`config.mk`:
```
export PLATFORM = sky130hd
export DESIGN_NAME = fifo_wr_arbiter
export DESIGN_NICKNAME = d
export VERILOG_FILES = /design/src/rtl/fifo_arb_pkg.sv /design/src/rtl/fifo_wr_arbiter_rr_pick.sv /design/src/rtl/fifo_wr_arbiter.sv
export SDC_FILE = /design/constraint.sdc
export NUM_CORES = 1
export LEC_CHECK = 0
export ABC_CLOCK_PERIOD_IN_PS = 1700
export CAP_MARGIN = 20
export CORE_ASPECT_RATIO = 0.6
export CORE_UTILIZATION = 30
export CTS_BUF_LIST = sky130_fd_sc_hd__clkbuf_8
export DETAILED_ROUTE_END_ITERATION = 12
export DONT_BUFFER_PORTS = 1
export GPL_TIMING_DRIVEN = 0
export PLACE_DENSITY_LB_ADDON = 0.3
export SYNTH_ARGS = -nofsm -noshare
export SYNTH_HDL_FRONTEND = slang
export SYNTH_SLANG_ARGS = --single-unit
```
`constraint.sdc`:
```
create_clock -name wclk -period 1.7 [get_ports wclk]
set_clock_uncertainty 0.05 [all_clocks]
set_input_delay 0.255 -clock wclk [delete_from_list [all_inputs] [get_ports wclk]]
set_output_delay 0.255 -clock wclk [all_outputs]
set_load 0.01 [all_outputs]
```
`src/rtl/fifo_arb_pkg.sv`:
```
// Shared types and defaults for the round-robin FIFO write-port arbiter.
package fifo_arb_pkg;

  typedef enum logic [0:0] {
    IDLE  = 1'b0,
    GRANT = 1'b1
  } arb_state_t;

  localparam int DEF_NREQ      = 4;
  localparam int DEF_MAX_BURST = 4;
  localparam int DEF_DSIZE     = 8;

  // Index width for a requester id; never narrower than one bit.
  function automatic int clog2_min1(input int n);
    if (n <= 2) begin
      return 1;
    end else begin
      return $clog2(n);
    end
  endfunction

endpackage

```
`src/rtl/fifo_wr_arbiter_rr_pick.sv`:
```
// Combinational round-robin pick: first set request at or after ptr, wrapping.
module rr_pick #(
  parameter int NREQ = 4,
  parameter int IW   = 2
) (
  input  logic [NREQ-1:0] req,
  input  logic [IW-1:0]   ptr,
  output logic            found,
  output logic [IW-1:0]   idx
);

  logic [2*NREQ-1:0] dbl_s;

  assign dbl_s = {req, req};

  // Scan upward from ptr through the doubled vector so the search wraps without a comparator chain.
  always_comb begin
    int pos;
    pos   = 0;
    found = 1'b0;
    idx   = '0;
    for (int j = 0; j < NREQ; j++) begin
      pos   = int'(ptr) + j;
      idx   = (dbl_s[pos] && !found) ? IW'(pos % NREQ) : idx;
      found = found | dbl_s[pos];
    end
  end

endmodule

```
`src/rtl/fifo_wr_arbiter.sv`:
```
// Round-robin arbiter sharing the async FIFO write port among NREQ producers,
// granting bursts of up to MAX_BURST beats and stalling on wfull.
module fifo_wr_arbiter
  import fifo_arb_pkg::*;
#(
  parameter int NREQ      = DEF_NREQ,
  parameter int DSIZE     = DEF_DSIZE,
  parameter int MAX_BURST = DEF_MAX_BURST,
  localparam int IW       = clog2_min1(NREQ)
) (
  input  logic                  wclk,
  input  logic                  wrst,
  input  logic [NREQ-1:0]       req_valid,
  input  logic [NREQ*DSIZE-1:0] req_data,
  input  logic [NREQ-1:0]       req_last,
  output logic [NREQ-1:0]       req_ready,
  input  logic                  wfull,
  output logic                  winc,
  output logic [DSIZE-1:0]      wdata,
  output logic [IW-1:0]         grant_id,
  output logic                  busy
);

  localparam int BW = $clog2(MAX_BURST + 1);

  arb_state_t      state_q, state_d;
  logic [IW-1:0]   owner_q, owner_d;
  logic [IW-1:0]   rr_ptr_q, rr_ptr_d;
  logic [BW-1:0]   beat_cnt_q, beat_cnt_d;

  logic            pick_found_s;
  logic [IW-1:0]   pick_idx_s;
  logic            busy_s;
  logic            xfer_s;
  logic [IW-1:0]   next_ptr_s;

  rr_pick #(
    .NREQ (NREQ),
    .IW   (IW)
  ) u_rr_pick (
    .req   (req_valid),
    .ptr   (rr_ptr_q),
    .found (pick_found_s),
    .idx   (pick_idx_s)
  );

  assign busy_s     = (state_q == GRANT);
  assign xfer_s     = busy_s & req_valid[owner_q] & ~wfull;
  assign next_ptr_s = (owner_q == IW'(NREQ - 1)) ? '0 : owner_q + IW'(1);

  // Write-port mux: outputs are forced to zero whenever no beat moves so winc/wdata never carry X.
  always_comb begin
    req_ready = '0;
    if (busy_s && !wfull) begin
      req_ready[owner_q] = 1'b1;
    end else begin
      req_ready = '0;
    end
    winc     = xfer_s;
    wdata    = xfer_s ? req_data[int'(owner_q)*DSIZE +: DSIZE] : '0;
    grant_id = busy_s ? owner_q : '0;
    busy     = busy_s;
  end

  // Next-state: arbitrate in IDLE, count beats in GRANT, release on last, full burst or abandonment.
  always_comb begin
    state_d    = state_q;
    owner_d    = owner_q;
    rr_ptr_d   = rr_ptr_q;
    beat_cnt_d = beat_cnt_q;
    case (state_q)
      IDLE: begin
        if (pick_found_s) begin
          state_d    = GRANT;
          owner_d    = pick_idx_s;
          beat_cnt_d = '0;
        end else begin
          state_d    = IDLE;
        end
      end
      GRANT: begin
        if (!req_valid[owner_q]) begin
          state_d  = IDLE;
          rr_ptr_d = next_ptr_s;
        end else if (xfer_s) begin
          beat_cnt_d = beat_cnt_q + BW'(1);
          if (req_last[owner_q] || (beat_cnt_q == BW'(MAX_BURST - 1))) begin
            state_d  = IDLE;
            rr_ptr_d = next_ptr_s;
          end else begin
            state_d  = GRANT;
          end
        end else begin
          state_d = GRANT;
        end
      end
      default: begin
        state_d = IDLE;
      end
    endcase
  end

  // State registers with synchronous reset.
  always_ff @(posedge wclk) begin
    if (wrst) begin
      state_q    <= IDLE;
      owner_q    <= '0;
      rr_ptr_q   <= '0;
      beat_cnt_q <= '0;
    end else begin
      state_q    <= state_d;
      owner_q    <= owner_d;
      rr_ptr_q   <= rr_ptr_d;
      beat_cnt_q <= beat_cnt_d;
    end
  end

endmodule
```
== Yosys cells after proc, flatten, opt, wreduce, memory -nomap -nowiden ==
Index checks and enable logic that the tools add are counted.

* Register bits: 8
* Input bits: 43
* Word-level logic and storage cells: 80

* $add $sub $neg: 5
* $lt $le $gt $ge: 6
* Equal/unequal tests: 7
* Shift operators: 1
* Mux-type cells: 37
* Bitwise operators: 7
* Reduce and logical (&&, ||, !) cells: 13

{| class="wikitable"
|+ Operator list
! cell !! number
|-
| less-than comparator 32 x 5 -> 1 bit (second input constant) || 3
|-
| variable part select 32 x 6 -> 8 bit || 1
|-
| 2-to-1 mux 2 bit || 9
|-
| 2-to-1 mux 1 bit || 14
|-
| binary-select mux 1 bit (select 3 bit) || 3
|-
| 2-to-1 mux 3 bit || 3
|-
| 2-to-1 mux 8 bit || 1
|-
| adder 2 x 2 -> 3 bit (second input constant) || 2
|-
| binary-select mux 1 bit (select 2 bit) || 3
|-
| inequality test 2 x 1 -> 1 bit (second input constant) || 3
|-
| one-hot mux 3 bit (2 select lines) || 1
|-
| AND reduction 3 bit || 2
|-
| logical AND 1 bit || 5
|-
| zero test 1 bit || 4
|-
| less-than comparator 2 x 4 -> 1 bit (second input constant) || 1
|-
| 2-to-1 mux 4 bit || 1
|-
| inequality test 2 bit (second input constant) || 2
|-
| adder 2 x 1 -> 3 bit (second input constant) || 1
|-
| adder 3 x 1 -> 3 bit (second input constant) || 1
|-
| == test 3 x 2 -> 1 bit (second input constant) || 1
|-
| less-than comparator 2 x 3 -> 1 bit (second input constant) || 1
|-
| OR 1 bit || 3
|-
| adder 2 x 1 -> 2 bit (second input constant) || 1
|-
| AND 1 bit || 2
|-
| other kinds (7) || 8
|}

== Logic depth before layout (Yosys ltp) ==
Gate-level depths: netlist of run 1.

* Depth after elaboration: 9
* Gate-level depth with buffers: 6

== Cells and area by module ==
Synthesis of run 1 repeated with hierarchy kept, for this count alone.

* Cell total of the unflattened synthesis: 88
* Area, all modules: 855.8 um^2

{| class="wikitable"
|+ Modules (own cells, without submodules)
! module !! times used !! cells an instance !! area an instance (um^2)
|-
| fifo_wr_arbiter || 1 || 76 || 782.0
|-
| rr_pick || 1 || 12 || 73.8
|}

== Worst setup path before layout of run 1 ==
No wires, ideal clock.

* Path type: flip-flop to flip-flop
* Start point: reg owner_q[0]
* End point: reg rr_ptr_q[0]
* Library setup time: 0.121 ns
* Data arrival time: 1.646 ns
* Required time: 1.529 ns
* Setup slack: -0.117 ns
* Cell stages (with the launch flop): 5
* Buffers on the path: 1
* Period minus slack after synthesis: 1.817 ns
* Path through: dfxtp_1 -> buf_2 -> mux4_2 -> a21boi_2 -> mux2_2

* Word-level cells in the longest chain between the ends: 6

{| class="wikitable"
|+ Ends and longest elaborated chain
! item !! line !! RTL
|-
| from (decl) || fifo_wr_arbiter.sv:27 || <nowiki>logic [IW-1:0] owner_q, owner_d;</nowiki>
|-
| from (signal assigned) || fifo_wr_arbiter.sv:112 || <nowiki>owner_q <= owner_d;</nowiki>
|-
| binary-select mux 1 bit (select 2 bit) || fifo_wr_arbiter.sv:48, fifo_wr_arbiter.sv:82 ||
|-
| 2-to-1 mux 1 bit (not written as such) || fifo_wr_arbiter.sv:48, fifo_wr_arbiter.sv:82 ||
|-
| AND 1 bit (2 in series) || fifo_wr_arbiter.sv:48 || <nowiki>assign xfer_s = busy_s & req_valid[owner_q] & ~wfull;</nowiki>
|-
| inequality test 2 bit (no source line) || -- ||
|-
| AND reduction 3 bit (no source line) || -- ||
|-
| to (signal assigned) || fifo_wr_arbiter.sv:113 || <nowiki>rr_ptr_q <= rr_ptr_d;</nowiki>
|-
| to (decl) || fifo_wr_arbiter.sv:28 || <nowiki>logic [IW-1:0] rr_ptr_q, rr_ptr_d;</nowiki>
|}

Parallel ways exist; a longest one is shown, timed or not. The select of a mux whose other input is x is not followed.
A chain may end at the register's enable or synchronous reset.

== Worst setup path after layout of run 1 ==
* Start point: reg owner_q[0]
* End point: out wdata[1]

* Word-level cells in the longest chain between the ends: 5

{| class="wikitable"
|+ Ends and longest elaborated chain
! item !! line !! RTL
|-
| branches (longest 4 deep; another with variable part select 32 x 6 -> 8 bit) || -- ||
|-
| 2-to-1 mux 8 bit * || fifo_wr_arbiter.sv:60 || <nowiki>wdata = xfer_s ? req_data[int'(owner_q)*DSIZE +: DSIZE] : '0;</nowiki>
|-
| to (decl) || fifo_wr_arbiter.sv:19 || <nowiki>output logic [DSIZE-1:0] wdata,</nowiki>
|}

Mark *: on every way between the ends. The select of a mux whose other input is x is not followed.

==> impl_metrics.json, run 1 <==
{
  "synth_largest_area_cell": "mux4_2",
  "syn_nets": 140,
  "final.min_clock_period_ps": 1840,
  "worstPathCellList": "buf_8 -> buf_8 -> mux4_2 -> and3_4",
  "met1Wirelength_mm": 1.05,
  "power.leakage_nw": 0.417,
  "grt_pass1_vias": 720,
  "seqPwrFrac": 0.307,
  "tns_ps": -1150,
  "cpLargestDelayFamily": "multiplexers",
  "hpwl_mm": 1.61,
  "irDropWorstVdd_v": 0.000186,
  "cp-end-kind": "primary output",
  "grt.overflow.total": 0,
  "synth_area_sq_um": 832,
  "cpMaxStageDelayCell": "mux4_2",
  "die_x_um": 70.0,
  "gp_congestion": 0.792,
  "whs_path_depth": 2,
  "crit_type": "reg -> out",
  "remaining_drc_errors": 0,
  "ys_ff_latch": 8,
  "r2r-end": "rr_ptr_q[0]",
  "setup_violations": 12,
  "worst_slack_ps": -144,
  "final_common_cell": "mux4_2",
  "die-area_sq_um": 3000,
  "start_util": 0.325,
  "cts_hold_buf": 0,
  "top_layer_used": "met4",
  "ff2ff_path_depth": 4,
  "nets": 153,
  "grt_usage": 0.159,
  "combPwrFrac": 0.368,
  "antenna_cells": 0,
  "clk_pin_slew_worst_paths_ps": 40,
  "p_per_area_nw_per_um2": 624,
  "hold_class": "in -> reg",
  "ys_types": 25,
  "crit_fanout": 8,
  "route.met3.wl_um": 139,
  "hold-path-endpoint": "owner_q[1]",
  "synth_top_area_frac": 0.244,
  "clkPwrFrac": 0.324,
  "antenna_found_initial": 0,
  "root_buffer": "clkbuf_8",
  "tightest_slew_ps": 517,
  "p_sw_frac": 0.296,
  "max_slew_margin": 0.656,
  "avgSynthCellArea_sq_um": 9.14,
  "async_reset_ff_frac": 0,
  "final_cell_mix": "10 x mux4_2, 8 x and3_4, 6 x a21oi_1",
  "power.internal_w": 0.000504,
  "violations": "negative setup slack",
  "synth-seq-area-share": 0.192,
  "htree_levels": 1,
  "r2r_setup_slack_ps": -70,
  "cap_viol_max_count": 0,
  "rows": 14,
  "rsz0062_at_grt": "true",
  "r2r-start": "owner_q[0]",
  "drt_iter0_markers": 46,
  "grt_max_degree": 11,
  "wire_per_inst_um": 17.4,
  "status": "finished with violations",
  "hold_ws_ps": 251,
  "cpMostUsedCell": "buf_8",
  "grt_pass1_wl_mm": 3.71,
  "power_switching_w": 0.000212,
  "fin_crit_sh": 1.08,
  "vias_per_cell": 5.68,
  "synth_flop_cell": "dfxtp_1",
  "drt-total-wl_mm": 2.34,
  "syn2layout_area_growth_pct": 37.9,
  "drv_slew": 0,
  "path_buf_inv": 2,
  "io_pins": 59,
  "insertion_delay_ps": 230,
  "worstPathRequired_ps": 1390,
  "cts_tree": "built",
  "cts_inserted_buffers": 3,
  "cp_slowest_stage_delay_ps": 500,
  "worstPathArrival_ps": 1540,
  "synth_edf_count": 0,
  "dp.cells": 123,
  "vias": 761,
  "firstDrtPassIters": 4,
  "dieHeight_um": 42.8,
  "crit_path_start_kind": "flip-flop",
  "hold_start": "req_valid[3]",
  "clock_sinks": 8,
  "yosys-top-cells-area": "mux4_2 24%, dfxtp_1 19%, ha_1 9.0%",
  "io_buffers": 0,
  "fmax_mhz": 542,
  "antenna_left": 0,
  "coreArea_sq_um": 2560,
  "yosysWarnings": 0,
  "wl_met2_mm": 1.12,
  "drive_gt1_frac": 0.520,
  "final_cells": 134,
  "hold_violations": 0,
  "synth_cells": 91,
  "clockBufferDepth": 2
}
## synth_stat cells (3+ instances only)
library cell / count
mux2i_1: 4
dfxtp_1: 8
nor2_1: 5
and3_1: 8
nand2_1: 5
mux4_2: 9
nand3_1: 3
ha_1: 6
buf_2: 3
nor2b_1: 3
nand2b_1: 5
a21oi_1: 8
inv_1: 5
and2_1: 6
## worst reg2reg max path: stages, from the launching register on
cell	delay [ps]
dfxtp_2	330
buf_8	130
mux4_2	610
a21boi_4	220
mux2_4	310
## worst max path at each step
| stage | cells after the start | from | to |
|---|---|---|---|
| finish | 4 | owner_q[0] | wdata[1] |
| CTS | 4 | owner_q[0] | wdata[0] |
| global route | 4 | owner_q[0] | wdata[1] |
| detailed placement | 4 | owner_q[0] | rr_ptr_q[0] |
| floorplan | 4 | owner_q[0] | rr_ptr_q[0] |
| global placement | 4 | owner_q[0] | rr_ptr_q[0] |
## routing by layer
metal | vias up | global-route usage
li1 | 360 | -
met1 | 373 | 0.208
met2 | 23 | 0.246
met3 | 5 | 0.0594
met4 | 0 | 0.0440
met5 | - | 0
## stage by stage
| stage | utilization | setup WS, ps | power, W | instance area, sq um |
|---|---|---|---|---|
| 2_1_floorplan | - | -23.7 | 0.000372 | 843 |
| 3_3_place_gp | 0.345 | -189 | 0.000399 | 883 |
| 3_5_place_dp | 0.345 | -194 | 0.000403 | 883 |
| 4_1_cts | 0.416 | -153 | 0.000689 | 1060 |
| 5_1_grt | 0.449 | -200 | 0.000749 | 1150 |
| 6_report | 0.449 | -144 | 0.000716 | 1150 |
## sequential cells by signal, summed over array words and instances (netlist names)
name,count
beat_cnt_q,3
rr_ptr_q,2
owner_q,2
busy,1
## logic make-up (layout without fill, tap and decap cells)
family                     after synthesis  in the layout  share of synthesized area
AOI/OAI and AO/OA                       12             12                     0.0932
DFF                                      8              8                      0.192
and+or+nand+nor                         40             40                      0.265
adders and majority gates                6              6                     0.0902
muxes                                   14             15                      0.305
buffers and inverters                   11             21                     0.0541
## area by class of cell
| class | count | area [sq um] |
|---|---|---|
| Buffer | 6 | 53.8 |
| Inverter | 5 | 23.8 |
| Multi-Input combinational cell | 73 | 758 |
| Fill cell | 240 | 1410 |
| Sequential cell | 8 | 166 |
| Clock buffer | 3 | 41.3 |
| Tap cell | 32 | 40.0 |
| Timing Repair Buffer | 7 | 63.8 |
## power by group through the flow
stage | Clock (W) | Combinational (W) | Sequential (W)
floorplan | 0 | 0.000156 | 0.000216
finish | 0.000232 | 0.000264 | 0.000220
global route | 0.000243 | 0.000284 | 0.000222
CTS | 0.000237 | 0.000233 | 0.000219
detailed placement | 0 | 0.000181 | 0.000221
global placement | 0 | 0.000179 | 0.000221
## what timing repair did
action	CTS	global route
hold endpoints to repair	0	0
cloned	1	0
pin swaps	3	4
gates resized for setup	25	20
setup endpoints to repair	19	19
setup buffers	5	2
(Power assumes the default switching activity.)
==> run 2: changes to the inputs <==
--- a/config.mk
+++ b/config.mk
@@ -5,11 +5,12 @@
 export SDC_FILE = /design/constraint.sdc
 export NUM_CORES = 1
 export LEC_CHECK = 0
-export ABC_CLOCK_PERIOD_IN_PS = 1700
+export ABC_CLOCK_PERIOD_IN_PS = 2100
 export CAP_MARGIN = 20
 export CORE_ASPECT_RATIO = 0.6
 export CORE_UTILIZATION = 30
 export CTS_BUF_LIST = sky130_fd_sc_hd__clkbuf_8
+export CTS_CLUSTER_DIAMETER = 200
 export DETAILED_ROUTE_END_ITERATION = 12
 export DONT_BUFFER_PORTS = 1
 export GPL_TIMING_DRIVEN = 0
==> constraint.sdc (replaced) <==
create_clock -name wclk -period 2.1 [get_ports wclk]
set_clock_uncertainty 0.05 [all_clocks]
set_input_delay 0.315 -clock wclk [delete_from_list [all_inputs] [get_ports wclk]]
set_output_delay 0.315 -clock wclk [all_outputs]
set_load 0.01 [all_outputs]
==> run 2 against run 1 <==
  * The flow now finishes without violations
  * Design area down 17%
  * Setup slack better by 270 ps
  * Non-clock buffer count shrank 6
  * Worst hold slack better by 64 ps
  * Global-route usage rose by 0.079 points
  * Critical path depth is the same
  * Combinational power down 41%
  * Power fell by 28%
  * First-iteration DRC count increased by 11%
  * Sequential cell count is the same
  * Count of clock-buffer cells in the layout did not move
  * Critical path type unchanged
  * Critical endpoint is now wdata[5]
  * Largest power group is now the clock network
==> impl_metrics.json, run 2 (synthesis gave the netlist of run 1 again) <==
{
  "grt_pass1_wl_mm": 3.62,
  "syn2layout_area_growth_pct": 15.0,
  "vias": 723,
  "start_util": 0.325,
  "cts_inserted_buffers": 3,
  "worstPathRequired_ps": 1740,
  "io_buffers": 0,
  "final.min_clock_period_ps": 1970,
  "grt_usage": 0.159,
  "hold-path-endpoint": "owner_q[1]",
  "crit_type": "reg -> out",
  "final_common_cell": "mux4_2",
  "die-area_sq_um": 3000,
  "irDropWorstVdd_v": 0.000335,
  "drv_slew": 0,
  "pre_cts_ws_ps": 43.4,
  "grt_pass1_vias": 701,
  "hold_start": "req_valid[3]",
  "tightest_slew_ps": 428,
  "gp_congestion": 0.812,
  "cpMostUsedCell": "buf_6",
  "max_slew_margin": 0.712,
  "antenna_cells": 0,
  "cp-end-kind": "primary output",
  "biggestRegsByFlops": "beat_cnt_q: 3 flops, owner_q: 2 flops, rr_ptr_q: 2 flops",
  "crit_path_start_kind": "flip-flop",
  "regMostFlops": "beat_cnt_q",
  "drt-total-wl_mm": 2.20,
  "drive_gt1_frac": 0.208,
  "fin_crit_sh": 0.940,
  "worstPathArrival_ps": 1610,
  "vias_per_cell": 5.65,
  "nets": 147,
  "rows": 14,
  "die_x_um": 70.0,
  "power.leakage_nw": 0.370,
  "worstPathCellList": "buf_6 -> buf_6 -> mux4_2 -> and3_1",
  "hold_class": "in -> reg",
  "io_pins": 59,
  "fmax_mhz": 506,
  "tns_ps": 0,
  "clk_pin_slew_worst_paths_ps": 40,
  "firstDrtPassIters": 4,
  "final_cell_mix": "10 x mux4_2, 8 x and3_1, 8 x a21oi_1, 8 x dfxtp_1",
  "hpwl_mm": 1.67,
  "setup_violations": 0,
  "clock_sinks": 8,
  "drt_iter0_markers": 51,
  "fin_util": 0.374,
  "largest_reg_flops": 3,
  "r2r_setup_slack_ps": 210,
  "grt.overflow.total": 0,
  "remaining_drc_errors": 0,
  "cap_viol_max_count": 0,
  "status": "finished, final reports clean",
  "whs_path_depth": 2,
  "rsz0062_at_grt": "false",
  "fillCellCount": 258,
  "antenna_found_initial": 0,
  "insertion_delay_ps": 230,
  "r2r-end": "rr_ptr_q[0]",
  "clockBufferDepth": 2,
  "htree_levels": 1,
  "hold_violations": 0,
  "worst_slack_ps": 125,
  "r2r-start": "owner_q[0]",
  "p_per_area_nw_per_um2": 541,
  "wire_per_inst_um": 17.1,
  "dieHeight_um": 42.8,
  "ff2ff_path_depth": 6,
  "cpMaxStageDelayCell": "mux4_2",
  "cts_hold_buf": 0,
  "root_buffer": "clkbuf_8",
  "cp_slowest_stage_delay_ps": 490,
  "grt_max_degree": 11,
  "coreArea_sq_um": 2560,
  "crit_fanout": 10,
  "cts_tree": "built",
  "antenna_left": 0
}
## run 2: cell count changes in the layout (fill, tap and decap cells not counted), moves of 4 or more
cell     delta
and3_1      +8
and3_4      -8
buf_4       -4
dfxtp_1     +5
dfxtp_2     -5
## run 2: layout make-up
type,count,area [sq um],share of cell area
Buffer,6,40.0,0.0418
Clock buffer,3,41.3,0.0431
Inverter,5,18.8,0.0196
Multi-Input combinational cell,73,649,0.678
Sequential cell,8,160,0.167
Tap cell,32,40.0,0.0418
Timing Repair Buffer,1,7.51,0.00784
## run 2: worst max-delay path, delay by kind of cell (launching register included)
family / cells / cell delay (ps)
muxes: 1 / 490
buffers and inverters: 2 / 290
DFF: 1 / 370
and+or+nand+nor: 1 / 230
## run 2: worst max-delay path by stage
stage	slack, ps	to	cells after the start	from
after CTS	30	wdata[5]	3	owner_q[0]
after global routing	20	wdata[2]	3	busy
after detailed placement	40	rr_ptr_q[0]	4	owner_q[0]
after floorplan	230	wdata[0]	4	owner_q[0]
after global placement	70	rr_ptr_q[0]	4	owner_q[0]
final	130	wdata[5]	4	owner_q[0]
## run 2: through the flow
stage	area, sq um	total power, W	hold slack, ps	std cells
floorplan	832	0.000296	398	91
global placement	872	0.000319	406	123
detailed placement	872	0.000323	427	123
CTS	950	0.000520	307	127
global route	957	0.000547	371	128
finish	957	0.000518	315	128
## run 2: report_power, final
part           total, W  internal [W]  switching (W)
registers      0.000176      0.000163      0.0000137
logic          0.000157     0.0000830      0.0000738
clock network  0.000185      0.000124      0.0000606
## run 2: timing repair
action	4_1_cts	5_1_grt
setup endpoints to repair	8	9
pin swaps	0	0
resized for setup	4	2
gates cloned	1	0
setup buffers	0	1
## run 2: per-layer routing
layer / global-route usage / wire length, um / share of wire / up-vias
met5: 0 / 0 / 0 / -
met4: 0.0640 / 37 / 0.017 / 0
met3: 0.0618 / 171 / 0.078 / 5
met2: 0.229 / 979 / 0.45 / 28
met1: 0.214 / 1010 / 0.46 / 344
li1: - / - / - / 346
